==> src/rtl/spart_wr_pkg.sv <==
// Shared state type and default parameters for the SPART SDRAM writer.
package spart_wr_pkg;

   typedef enum logic [1:0] {StIdle, StReq, StDone} wr_state_e;

   localparam int unsigned DefDepth      = 8;
   localparam int unsigned DefAddrW      = 23;
   localparam int unsigned DefFrameWords = 4096;
   localparam int unsigned DefBaseAddr   = 0;
   localparam int unsigned CntW          = 24;

endpackage

==> src/rtl/spart_sync_fifo.sv <==
// Synchronous FIFO with flush, combinational head word and registered occupancy.
module spart_sync_fifo #(
   parameter int unsigned DEPTH = 8,
   parameter int unsigned WIDTH = 16,
   localparam int unsigned PtrW = $clog2(DEPTH),
   localparam int unsigned LvlW = PtrW + 1
) (
   input  logic             clk,
   input  logic             rst,
   input  logic             flush,
   input  logic             push,
   input  logic [WIDTH-1:0] wdata,
   input  logic             pop,
   output logic [WIDTH-1:0] rdata,
   output logic [LvlW-1:0]  level,
   output logic             empty,
   output logic             full
);

   logic [WIDTH-1:0] mem_q [DEPTH];
   logic [PtrW-1:0]  wptr_q, rptr_q;
   logic [LvlW-1:0]  level_q;
   logic             do_push, do_pop;

   // Full is judged on the start-of-cycle level, so a same-cycle pop never frees a slot.
   assign full    = (level_q == LvlW'(DEPTH));
   assign empty   = (level_q == '0);
   assign do_push = push & ~full & ~flush;
   assign do_pop  = pop & ~empty & ~flush;
   assign rdata   = mem_q[rptr_q];
   assign level   = level_q;

   always_ff @(posedge clk) begin
      if (!rst || flush) begin
         wptr_q  <= '0;
         rptr_q  <= '0;
         level_q <= '0;
      end else begin
         if (do_push) wptr_q <= wptr_q + 1'b1;
         if (do_pop)  rptr_q <= rptr_q + 1'b1;
         level_q <= level_q + LvlW'(do_push) - LvlW'(do_pop);
      end
   end

   always_ff @(posedge clk) begin
      if (do_push) mem_q[wptr_q] <= wdata;
   end

endmodule

==> src/rtl/spart_sdram_writer.sv <==
// Buffers SPART words and writes them to SDRAM at consecutive frame addresses.
// Define SPART_WR_CHECKSUM_EN to build the per-frame frame_sum accumulator.
module spart_sdram_writer
   import spart_wr_pkg::*;
#(
   parameter int unsigned DEPTH       = DefDepth,
   parameter int unsigned ADDR_W      = DefAddrW,
   parameter int unsigned FRAME_WORDS = DefFrameWords,
   parameter int unsigned BASE_ADDR   = DefBaseAddr,
   localparam int unsigned LvlW       = $clog2(DEPTH) + 1
) (
   input  logic              clk,
   input  logic              rst,
   input  logic [15:0]       iWord,
   input  logic              iwordVAL,
   input  logic              clear,
   output logic              wr_req,
   output logic [ADDR_W-1:0] wr_addr,
   output logic [15:0]       wr_data,
   input  logic              wr_ack,
   output logic              frame_done,
   output logic              overflow,
   output logic [LvlW-1:0]   fifo_level,
   output logic [15:0]       frame_sum
);

   localparam logic [ADDR_W-1:0] BaseAddr = ADDR_W'(BASE_ADDR);
   localparam logic [CntW-1:0]   LastIdx  = CntW'(FRAME_WORDS - 1);

   wr_state_e         state_q, state_d;
   logic              wr_req_q, wr_req_d;
   logic [ADDR_W-1:0] wr_addr_q, wr_addr_d, addr_cnt_q, addr_cnt_d;
   logic [15:0]       wr_data_q, wr_data_d;
   logic [CntW-1:0]   word_cnt_q, word_cnt_d;
   logic              clr_pend_q, clr_pend_d, overflow_q, overflow_d;

   logic              fifo_push, fifo_pop, fifo_flush, fifo_empty, fifo_full;
   logic [15:0]       fifo_head;
   logic              req_ack, clr_apply, complete;

   // A clear seen during REQ waits for the ack and then replaces the normal completion.
   assign req_ack    = (state_q == StReq) & wr_ack;
   assign clr_apply  = ((state_q != StReq) & clear) | (req_ack & (clr_pend_q | clear));
   assign complete   = req_ack & ~clr_apply;
   assign fifo_push  = iwordVAL & ~clear;
   assign fifo_pop   = req_ack;
   assign fifo_flush = clr_apply;

   spart_sync_fifo #(
      .DEPTH (DEPTH),
      .WIDTH (16)
   ) u_fifo (
      .clk   (clk),
      .rst   (rst),
      .flush (fifo_flush),
      .push  (fifo_push),
      .wdata (iWord),
      .pop   (fifo_pop),
      .rdata (fifo_head),
      .level (fifo_level),
      .empty (fifo_empty),
      .full  (fifo_full)
   );

   always_comb begin
      state_d    = state_q;
      wr_req_d   = wr_req_q;
      wr_addr_d  = wr_addr_q;
      wr_data_d  = wr_data_q;
      addr_cnt_d = addr_cnt_q;
      word_cnt_d = word_cnt_q;
      clr_pend_d = clr_pend_q;
      overflow_d = overflow_q | (fifo_push & fifo_full);
      unique case (state_q)
         StIdle: begin
            if (!clear && !fifo_empty) begin
               wr_req_d  = 1'b1;
               wr_addr_d = addr_cnt_q;
               wr_data_d = fifo_head;
               state_d   = StReq;
            end
         end
         StReq: begin
            if (clear) clr_pend_d = 1'b1;
            if (req_ack) begin
               wr_req_d = 1'b0;
               state_d  = StIdle;
               if (complete) begin
                  word_cnt_d = word_cnt_q + 1'b1;
                  addr_cnt_d = addr_cnt_q + 1'b1;
                  if (word_cnt_q == LastIdx) state_d = StDone;
               end
            end
         end
         StDone: begin
            state_d    = StIdle;
            word_cnt_d = '0;
            addr_cnt_d = BaseAddr;
            wr_addr_d  = BaseAddr;
         end
         default: state_d = StIdle;
      endcase
      if (clr_apply) begin
         clr_pend_d = 1'b0;
         word_cnt_d = '0;
         addr_cnt_d = BaseAddr;
         wr_addr_d  = BaseAddr;
         overflow_d = 1'b0;
      end
   end

   always_ff @(posedge clk) begin
      if (!rst) begin
         state_q    <= StIdle;
         wr_req_q   <= 1'b0;
         wr_addr_q  <= BaseAddr;
         wr_data_q  <= '0;
         addr_cnt_q <= BaseAddr;
         word_cnt_q <= '0;
         clr_pend_q <= 1'b0;
         overflow_q <= 1'b0;
      end else begin
         state_q    <= state_d;
         wr_req_q   <= wr_req_d;
         wr_addr_q  <= wr_addr_d;
         wr_data_q  <= wr_data_d;
         addr_cnt_q <= addr_cnt_d;
         word_cnt_q <= word_cnt_d;
         clr_pend_q <= clr_pend_d;
         overflow_q <= overflow_d;
      end
   end

   assign wr_req     = wr_req_q;
   assign wr_addr    = wr_addr_q;
   assign wr_data    = wr_data_q;
   assign overflow   = overflow_q;
   assign frame_done = (state_q == StDone);

`ifdef SPART_WR_CHECKSUM_EN
   logic [15:0] sum_q;

   // Holds the frame total through DONE, then restarts for the next frame.
   always_ff @(posedge clk) begin
      if (!rst || clr_apply || state_q == StDone) begin
         sum_q <= '0;
      end else if (complete) begin
         sum_q <= sum_q + wr_data_q;
      end
   end

   assign frame_sum = sum_q;
`else
   assign frame_sum = '0;
`endif

endmodule
==> config.mk <==
export PLATFORM = sky130hd
export DESIGN_NAME = spart_sdram_writer
export DESIGN_NICKNAME = d
export VERILOG_FILES = /design/src/rtl/spart_wr_pkg.sv /design/src/rtl/spart_sync_fifo.sv /design/src/rtl/spart_sdram_writer.sv
export SDC_FILE = /design/constraint.sdc
export NUM_CORES = 1
export LEC_CHECK = 0
export BUFFER_PORTS_ARGS = -buffer_cell sky130_fd_sc_hd__buf_2
export CAP_MARGIN = 10
export CORE_ASPECT_RATIO = 0.5
export CORE_UTILIZATION = 50
export DETAILED_ROUTE_END_ITERATION = 16
export PLACE_DENSITY = 0.68
export SLEW_MARGIN = 20
export SYNTH_ARGS = -nofsm -noshare
export SYNTH_HDL_FRONTEND = slang
export SYNTH_HIERARCHICAL = 1
export SYNTH_SLANG_ARGS = --single-unit
==> constraint.sdc <==
create_clock -name clk -period 4.7 [get_ports clk]
set_input_delay 0.235 -clock clk [delete_from_list [all_inputs] [get_ports clk]]
set_output_delay 0.235 -clock clk [all_outputs]
set_load 0.01 [all_outputs]
# Yosys cells after proc, flatten, opt, wreduce, memory -nomap -nowiden
# Memory sizes are Yosys's and may differ from the RTL's. A register that Yosys moved wholly into a read port is not among the register bits.
# Cells that the tools add are included.
# totals
reg_bits	85
latch_bits	0
mem_bits_rw	128
mem_bits_ro	0
out_inout_bits	62
mem_count	1
# memory_table
name	depth	width	rd	rd_ports_with_merged_regs	write_ports	line	text
u_fifo.mem_q	8	16	1	1	1	spart_sync_fifo.sv:20	logic [WIDTH-1:0] mem_q [DEPTH];
# classes
addsub	6
mul	0
div_mod_pow	0
n_lt_le_gt_ge	0
n_eq_ne	8
n_shift	0
n_mux	18
bitwise	18
n_reduce_logical	18
# ops
operator	count
one-hot mux 23 bit (2 select lines)	2
2-to-1 mux 23 bit	3
2-to-1 mux 24 bit	2
one-hot mux 24 bit (2 select lines)	1
adder 24 x 1 -> 24 bit (second input constant)	1
equality test 24 x 12 -> 1 bit (second input constant)	1
adder 23 x 1 -> 23 bit (second input constant)	1
bitwise AND 1 bit	10
2-to-1 mux 2 bit	4
AND reduction 2 bit	4
adder 3 x 1 -> 3 bit (second input constant)	2
inequality test 2 bit (second input constant)	3
AND reduction 3 bit	2
nonzero test 2 bit	3
inverter 1 bit	5
adder 4 x 1 -> 4 bit	1
equality test 4 bit (second input constant)	1
zero test 1 bit	4
zero test 4 bit	1
2-to-1 mux 1 bit	4
one-hot mux 2 bit (2 select lines)	1
subtractor 4 x 1 -> 4 bit	1
bitwise OR 1 bit	3
equality test 2 x 1 -> 1 bit (second input constant)	1
other kinds (7)	7

# Logic depth before layout (Yosys ltp)
# Gate-level depths: netlist of run 1.
# logic_depth
ltp_word	9
ltp_mapped	11

# By module
# Netlist of run 1, hierarchy kept.
# by_module_without_submodules
module	n_inst	cells_each	area_per_inst_um2	seq_area_each_um2
spart_sync_fifo	1	269	5621.6	4103.9
spart_sdram_writer	1	478	4077.7	1821.7

# Least setup slack after synthesis of run 1
# No wires, ideal clock.
# synth_path
kind	register to register
start	register state_q[1]
end	memory u_fifo.mem_q[0][0], enable pin
arrival_time_ps	2993
t_required_ps	4291
slack_ps	1298
stages_incl_launch_ff	7
path_buffers	1
period_less_slack_ps	3402
cell_sequence	dfxtp_1 -> and3b_1 -> o22ai_1 -> clkbuf_1 -> inv_1 -> or4_1 -> nor3_1
# synth_via
elab_chain_len	8
elab_cells_between_ends	10
cone_classes	eq/ne: 2; mux: 2; bitwise: 6
# synth_rtl
item	line	text
from (decl)	spart_sdram_writer.sv:30	wr_state_e state_q, state_d;
from (signal assigned)	spart_sdram_writer.sv:114	state_q <= StIdle;
from (signal assigned)	spart_sdram_writer.sv:123	state_q <= state_d;
equality test 2 x 1 -> 1 bit	spart_sdram_writer.sv:42	assign req_ack = (state_q == StReq) & wr_ack;
bitwise AND 1 bit	spart_sdram_writer.sv:42	
bitwise AND 1 bit	spart_sdram_writer.sv:43	assign clr_apply = ((state_q != StReq) & clear) | (req_ack & (clr_pend_q | clear));
bitwise OR 1 bit (*)	spart_sdram_writer.sv:43	
via clr_apply	spart_sdram_writer.sv:39	logic req_ack, clr_apply, complete;
inverter 1 bit (*)	spart_sync_fifo.sv:28	assign do_push = push & ~full & ~flush;
bitwise AND 1 bit (*)	spart_sync_fifo.sv:28	
2-to-1 mux 1 bit (*)	spart_sync_fifo.sv:46	if (do_push) mem_q[wptr_q] <= wdata;
2-to-1 mux 1 bit (not written as such) (*)	spart_sync_fifo.sv:46	
to (decl)	spart_sync_fifo.sv:20	
# Mark *: on every way through the listed nets, which the timed path passes. The rest lies on a longest branch.

# Worst setup path after layout of run 1
# layout_path
start	register state_q[1]
end	memory u_fifo.mem_q[7][8], enable pin
# The elaborated chain is that of the path after synthesis.

==> results of run 1 <==
-- layer usage --
layer / global-route usage / vias up / part of all wire
li1: - / 3003 / -
met4: 0.0515 / 0 / 0.015
met5: 0 / - / 0
met3: 0.0351 / 25 / 0.042
met2: 0.324 / 134 / 0.46
met1: 0.291 / 3042 / 0.48
-- worst max-delay path, stage by stage (launching register included) --
cell and delay [ps]:
sky130_fd_sc_hd__dfxtp_1 440, sky130_fd_sc_hd__and3b_1 210, sky130_fd_sc_hd__o22ai_1 140, sky130_fd_sc_hd__buf_4 230
sky130_fd_sc_hd__inv_1 140, sky130_fd_sc_hd__nand4b_1 310, sky130_fd_sc_hd__nor2_1 740, sky130_fd_sc_hd__buf_4 330
-- report_power, final --
| part | switching, W | internal, W |
|---|---|---|
| Clock | 0.000731 | 0.000990 |
| Sequential | 0.00000310 | 0.00214 |
| Combinational | 0.0000633 | 0.0000305 |
| Total | 0.000798 | 0.00316 |
-- per-stage QoR --
stage	setup WS, ps	total power, W	hold WS [ps]	cells
floorplan	1300	0.00225	334	762
global placement	2000	0.00228	444	1048
detailed placement	1840	0.00228	452	1048
CTS	1870	0.00401	1.95	1097
global route	1730	0.00409	7.71	1099
finish	1870	0.00396	13.7	1099
-- final cells by class --
type | instances | area [µm²]
Fill cell | 1532 | 7670
Sequential cell | 232 | 5930
Multi-Input combinational cell | 457 | 3460
Timing Repair Buffer | 93 | 561
Clock buffer | 25 | 541
Tap cell | 259 | 324
Clock inverter | 13 | 140
Inverter | 20 | 76.3
-- state kept, by name, indices dropped and copies added, names as in the netlist, 2 cells and up, named ones only --
name           cells
u_fifo/mem_q     128
u_fifo/rptr_q      3
u_fifo/wptr_q      3
state_q            2
u_fifo/level       4
wr_data           16
wr_addr           23
word_cnt_q        24
addr_cnt_q        23
-- worst min-delay path by stage --
stage	start	end	slack [ps]	depth (start not counted)
2_1_floorplan	iWord[0]	u_fifo/mem_q[0][0]	330	0
3_3_place_gp	wr_data[11]	wr_data[11]	440	2
3_5_place_dp	wr_data[11]	wr_data[11]	450	2
4_1_cts	iWord[9]	u_fifo/mem_q[3][9]	2	1
5_1_grt	iWord[7]	u_fifo/mem_q[4][7]	8	1
6_report	iWord[9]	u_fifo/mem_q[3][9]	10	1
-- cell usage in the layout, fill, tap and decap left out, drive strengths merged, types with 21 or more instances in the layout --
| cell type | n |
|---|---|
| nand3 | 26 |
| clkbuf | 25 |
| a21oi | 49 |
| or4 | 21 |
| dfxtp | 104 |
| edfxtp | 128 |
| mux4 | 32 |
| nor2 | 44 |
| nand2 | 57 |
| a22oi | 23 |
| buf | 82 |
-- what timing repair did --
item                      4_1_cts  5_1_grt
buffers inserted                0        0
hold buffers                   11        0
hold endpoints to repair       84        0
-- cells by family after synthesis --
kind of cell / after synthesis / synth area share
buffers and inverters: 73 / 0.0402
AO/OA/AOI/OAI: 139 / 0.0906
adder cells (fa/ha/maj): 10 / 0.0137
multiplexers: 55 / 0.111
XOR/XNOR: 6 / 0.00542
AND/OR/NAND/NOR: 231 / 0.128
flip-flops: 232 / 0.611
other: 1 / 0.000387
==> load_flow_metrics.sql, run 1 <==
INSERT INTO impl_metrics (metric_group, metric, value, unit) VALUES
('synth', 'synth_top_cell_by_area', 'sky130_fd_sc_hd__edfxtp_1', ''),
('clocking', 'clock_tree_from_tritoncts', 'built', ''),
('placed_design', 'post-dp-hpwl', '12000', 'µm'),
('clocking', 'cts.htree.levels', '1', ''),
('outcome', 'outcome', 'completed', ''),
('timing', 'rsz0062_at_grt', 'no', ''),
('timing', 'slew_violations', '0', ''),
('detailed_routing', 'drc_errors', '0', ''),
('detailed_routing', 'wl_per_cell', '17.7', 'µm'),
('clocking', 'root_buffer_master', 'sky130_fd_sc_hd__clkbuf_16', ''),
('power_and_ir_drop', 'power.leakage', '3.66', 'nW'),
('grt', 'first_pass_grt_wire_length', '31600', 'µm'),
('timing', 'timing.slew.headroom', '0.362', ''),
('synth', 'syn_avg_cell_area', '13.0', 'µm²'),
('placed_design', 'final_weighted_congestion_of_routability_driven_global_placement', '0.790', ''),
('floorplanning', 'floorplan.initialDensity', '0.519', ''),
('clocking', 'clkSlewWorstSetupHoldPaths', '70', 'ps'),
('floorplanning', 'boundaryPins', '83', ''),
('synth', 'synth-warning-count', '6', ''),
('grt', 'global_route.usage.total', '0.203', ''),
('layout', 'final_util', '0.590', ''),
('synth', 'synth_top_cells_by_area', 'sky130_fd_sc_hd__edfxtp_1, sky130_fd_sc_hd__dfxtp_1, sky130_fd_sc_hd__mux4_1', ''),
('worst_setup_path', 'worstSetupStartpoint', 'state_q[1]', ''),
('synth', 'netlist.area_leader.share', '0.396', ''),
('floorplanning', 'die_area', '0.0200', 'mm²'),
('synth', 'synth-seq-area-share', '0.611', ''),
('worst_setup_path', 'timing.critical_path.arrival', '3030', 'ps'),
('placed_design', 'postPlaceCellArea', '0.0102', 'mm²'),
('synth', 'synth-edff-count', '128', ''),
('timing', 'worst_clock_skew', '13.6', 'ps'),
('timing', 'final_period_minus_worst_setup_slack', '2830', 'ps'),
('worst_setup_path', 'type_of_element_capturing_the_critical_path', 'flip-flop', ''),
('floorplanning', 'floorplan.die.width', '199', 'µm'),
('synth', 'synth.most_common_cell', 'sky130_fd_sc_hd__edfxtp_1', ''),
('layout', 'postLayoutCellArea', '0.0110', 'mm²'),
('timing', 'setup_tns', '0', 'ps'),
('synth', 'ys_seq_elements', '232', ''),
('layout', 'num_antenna_cells', '0', ''),
('detailed_routing', 'vias_after_detailed_routing', '6204', ''),
('clocking', 'cts.repair.resized', '0', ''),
('worst_hold_path', 'worstHoldPathType', 'primary input to flip-flop', ''),
('worst_setup_path', 'criticalPathCategory', 'flip-flop to flip-flop', ''),
('layout', 'design.final.nets', '856', ''),
('synth', 'ys_types', '58', ''),
('clocking', 'numClockSinks', '232', ''),
('detailed_routing', 'drt_pre_antenna_iters', '4', ''),
('synth', 'yosys_most_used_dff', 'sky130_fd_sc_hd__edfxtp_1', ''),
('worst_setup_path', 'worstSetupEndpoint', 'u_fifo/mem_q[7][8]', ''),
('job', 'cap_violations', '0', ''),
('worst_setup_path', 'worst_r2r_endpoint', 'u_fifo/mem_q[7][8]', ''),
('detailed_routing', 'dr.first_iter.drc_count', '360', ''),
('grt', 'grt_overflow_total', '0', ''),
('grt', 'grt_max_degree', '45', ''),
('worst_setup_path', 'cp_max_fo', '15', ''),
('power_and_ir_drop', 'worst_ir_drop_vdd', '0.000219', 'V'),
('grt', 'grt_pass1_vias', '5957', ''),
('power_and_ir_drop', 'pwr_density_cell', '359', 'mW/mm²'),
('timing', 'final_hold_viol_count', '0', ''),
('worst_setup_path', 'worstPathRequired', '4910', 'ps'),
('worst_setup_path', 'start_kind', 'flip-flop', ''),
('layout', 'area_delta_synth_final', '13.7', '%'),
('placed_design', 'io_buffers', '66', ''),
('floorplanning', 'core_area', '0.0187', 'mm²'),
('worst_setup_path', 'worst_reg2reg_path_length_in_cells', '7', ''),
('timing', 'timing_worst_slew_pin_value', '955', 'ps'),
('clocking', 'worst_skew_pair_latency', '500', 'ps'),
('timing', 'final_min_period_over_clock_period', '0.601', ''),
('detailed_routing', 'drtAntennaViolNets', '0', ''),
('floorplanning', 'die_height', '100', 'µm'),
('floorplanning', 'row_count', '35', ''),
('layout', 'drive_above_1_share', '0.171', '');
Power figures use the tool's default switching activity.
==> inputs of run 2 (changes only) <==
Clock period 4.7 ns to 2.8 ns, I/O delays scaled along.
==> run 2 against run 1 <==
Core utilization grew 0.82 points. Maximum frequency grew 13%. Critical endpoint is now u_fifo/level[3]. Largest power group unchanged. Largest cell class unchanged. Global-route usage shrank 0.49 points. Critical path depth grew 3. Clock-buffer cell count grew 3. First-iteration DRC count shrank 13%. Setup slack lost 1600 ps.
==> load_flow_metrics.sql, run 2 (synthesized netlist as in run 1, its figures left out) <==
INSERT INTO impl_metrics (metric_group, metric, value, unit) VALUES
('outcome', 'outcome', 'completed', ''),
('worst_setup_path', 'criticalPathCategory', 'flip-flop to flip-flop', ''),
('power_and_ir_drop', 'worst_ir_drop_vdd', '0.000354', 'V'),
('timing', 'final_min_period_over_clock_period', '0.895', ''),
('layout', 'area_delta_synth_final', '15.2', '%'),
('clocking', 'post-cts-setup-buffer-count', '0', ''),
('timing', 'setup_tns', '0', 'ps'),
('detailed_routing', 'wl_per_cell', '17.1', 'µm'),
('timing', 'max_freq', '399', 'MHz'),
('layout', 'largest_registers', 'u_fifo/mem_q: 128 flops, word_cnt_q: 24 flops', ''),
('layout', 'final_util', '0.598', ''),
('placed_design', 'final_weighted_congestion_of_routability_driven_global_placement', '0.765', ''),
('detailed_routing', 'dr.first_iter.drc_count', '312', ''),
('power_and_ir_drop', 'pwr_density_cell', '595', 'mW/mm²'),
('clocking', 'clockBufferDepth', '3', ''),
('timing', 'fin_worst_hold_slack', '21.2', 'ps'),
('floorplanning', 'row_count', '35', ''),
('timing', 'timing_worst_slew_pin_value', '1100', 'ps'),
('timing', 'final_period_minus_worst_setup_slack', '2500', 'ps'),
('clocking', 'worst_skew_pair_latency', '500', 'ps'),
('grt', 'grt_pass1_vias', '5957', ''),
('timing', 'postLayoutSetupSlackWorst', '295', 'ps'),
('grt', 'antenna_found_initial', '0', ''),
('layout', 'layout_commonest_cell', 'sky130_fd_sc_hd__edfxtp_1', ''),
('floorplanning', 'boundaryPins', '83', ''),
('grt', 'global_route.usage.total', '0.198', ''),
('timing', 'setup_viol', '0', ''),
('clocking', 'number_of_buffers_inserted_during_clock_tree_synthesis', '21', ''),
('grt', 'met3_usage', '0.0314', ''),
('floorplanning', 'die_area', '0.0200', 'mm²'),
('job', 'cap_violations', '0', ''),
('detailed_routing', 'vias_after_detailed_routing', '6331', ''),
('layout', 'largest_register_ff_count', '128', ''),
('layout', 'layout.cells.most_common_list', 'sky130_fd_sc_hd__edfxtp_1, sky130_fd_sc_hd__dfxtp_1, sky130_fd_sc_hd__buf_2', ''),
('timing', 'worst_clock_skew', '13.5', 'ps'),
('detailed_routing', 'finalWirelength', '19100', 'µm'),
('worst_setup_path', 'cp_max_fo', '8', ''),
('grt', 'grt_max_degree', '42', ''),
('clocking', 'clock_tree_from_tritoncts', 'built', ''),
('placed_design', 'post-dp-hpwl', '12200', 'µm'),
('clocking', 'cts.htree.levels', '1', ''),
('floorplanning', 'floorplan.initialDensity', '0.519', ''),
('placed_design', 'dpl_worst_slack', '328', 'ps'),
('grt', 'grt_overflow_total', '0', ''),
('worst_hold_path', 'worstHoldPathType', 'primary input to flip-flop', ''),
('grt', 'gr-usage-met2', '0.333', ''),
('timing', 'timing.slew.headroom', '0.266', ''),
('placed_design', 'io_buffers', '66', ''),
('layout', 'drive_above_1_share', '0.183', ''),
('detailed_routing', 'drc_errors', '0', ''),
('floorplanning', 'core_area', '0.0187', 'mm²'),
('clocking', 'cts.repair.resized', '0', ''),
('detailed_routing', 'drtAntennaViolNets', '0', ''),
('detailed_routing', 'drt_pre_antenna_iters', '4', ''),
('floorplanning', 'floorplan.die.width', '199', 'µm'),
('timing', 'rsz0062_at_grt', 'no', ''),
('worst_setup_path', 'type_of_element_capturing_the_critical_path', 'flip-flop', ''),
('worst_setup_path', 'timing.critical_path.arrival', '2930', 'ps'),
('detailed_routing', 'via_to_cell_ratio', '5.67', ''),
('clocking', 'numClockSinks', '232', ''),
('worst_setup_path', 'worstPathRequired', '3220', 'ps'),
('grt', 'first_pass_grt_wire_length', '31000', 'µm'),
('layout', 'num_antenna_cells', '0', ''),
('grt', 'grt.met1_usage', '0.272', ''),
('grt', 'grt.busiest_layer', 'met2', ''),
('timing', 'final_hold_viol_count', '0', ''),
('layout', 'design.final.nets', '873', ''),
('worst_setup_path', 'start_kind', 'flip-flop', ''),
('layout', 'top_register', 'u_fifo/mem_q', ''),
('clocking', 'clkSlewWorstSetupHoldPaths', '60', 'ps'),
('floorplanning', 'die_height', '100', 'µm'),
('clocking', 'root_buffer_master', 'sky130_fd_sc_hd__clkbuf_16', ''),
('power_and_ir_drop', 'power.leakage', '3.75', 'nW'),
('timing', 'slew_violations', '0', '');
[run 2: area by class of cell]
type / count / area, µm²
fillers: 1491 / 7520
repair buffers: 110 / 701
clock buffers: 28 / 592
flip-flops and latches: 232 / 5930
inverters: 20 / 76.3
clock inverters: 10 / 104
multi-input cells: 457 / 3460
well taps: 259 / 324
[run 2: path summary, 6_finish.rpt]
| kind | startpoint | to | slack (ps) | depth (start not counted) |
|---|---|---|---|---|
| min | wr_ack | state_q[0] | 20 | 3 |
| min reg2reg | wr_data[12] | wr_data[12] | 450 | 2 |
| max reg2reg | u_fifo/level[2] | u_fifo/level[3] | 300 | 10 |
| max | u_fifo/level[2] | u_fifo/level[3] | 300 | 10 |
[run 2: critical path, stage by stage (launching register included)]
cell and delay (ps):
sky130_fd_sc_hd__dfxtp_1 310, sky130_fd_sc_hd__inv_1 100, sky130_fd_sc_hd__ha_1 140, sky130_fd_sc_hd__or3b_1 410
sky130_fd_sc_hd__inv_1 200, sky130_fd_sc_hd__o211ai_1 150, sky130_fd_sc_hd__or2_2 300, sky130_fd_sc_hd__ha_1 270
sky130_fd_sc_hd__a21o_1 180, sky130_fd_sc_hd__a21oi_1 190, sky130_fd_sc_hd__mux2i_1 190
[run 2: routing by layer]
metal  vias up  share of wire
met5         -              0
met4         0          0.017
met3        27          0.044
met2       140           0.48
met1      3118           0.46
li1       3046              -
[run 2: where the power goes]
group / internal (W) / leakage (nW) / switching [W] / total, W
combinational: 0.0000579 / 1.41 / 0.000106 / 0.000164
clock: 0.00167 / 0.343 / 0.00121 / 0.00288
sequential: 0.00360 / 1.99 / 0.00000538 / 0.00360
[run 2: stage by stage]
step           total power [W]  instances  cell area, µm²
6_report               0.00665       1116           11200
5_1_grt                0.00687       1116           11200
4_1_cts                0.00672       1116           11200
3_5_place_dp           0.00383       1062           10300
3_3_place_gp           0.00382       1062           10300
2_1_floorplan          0.00378        762            9770
[run 2: what timing repair did]
item | 4_1_cts | 5_1_grt
endpoints found under the setup margin | 0 | 0
hold endpoints to repair | 128 | 0
hold buffers | 16 | 0
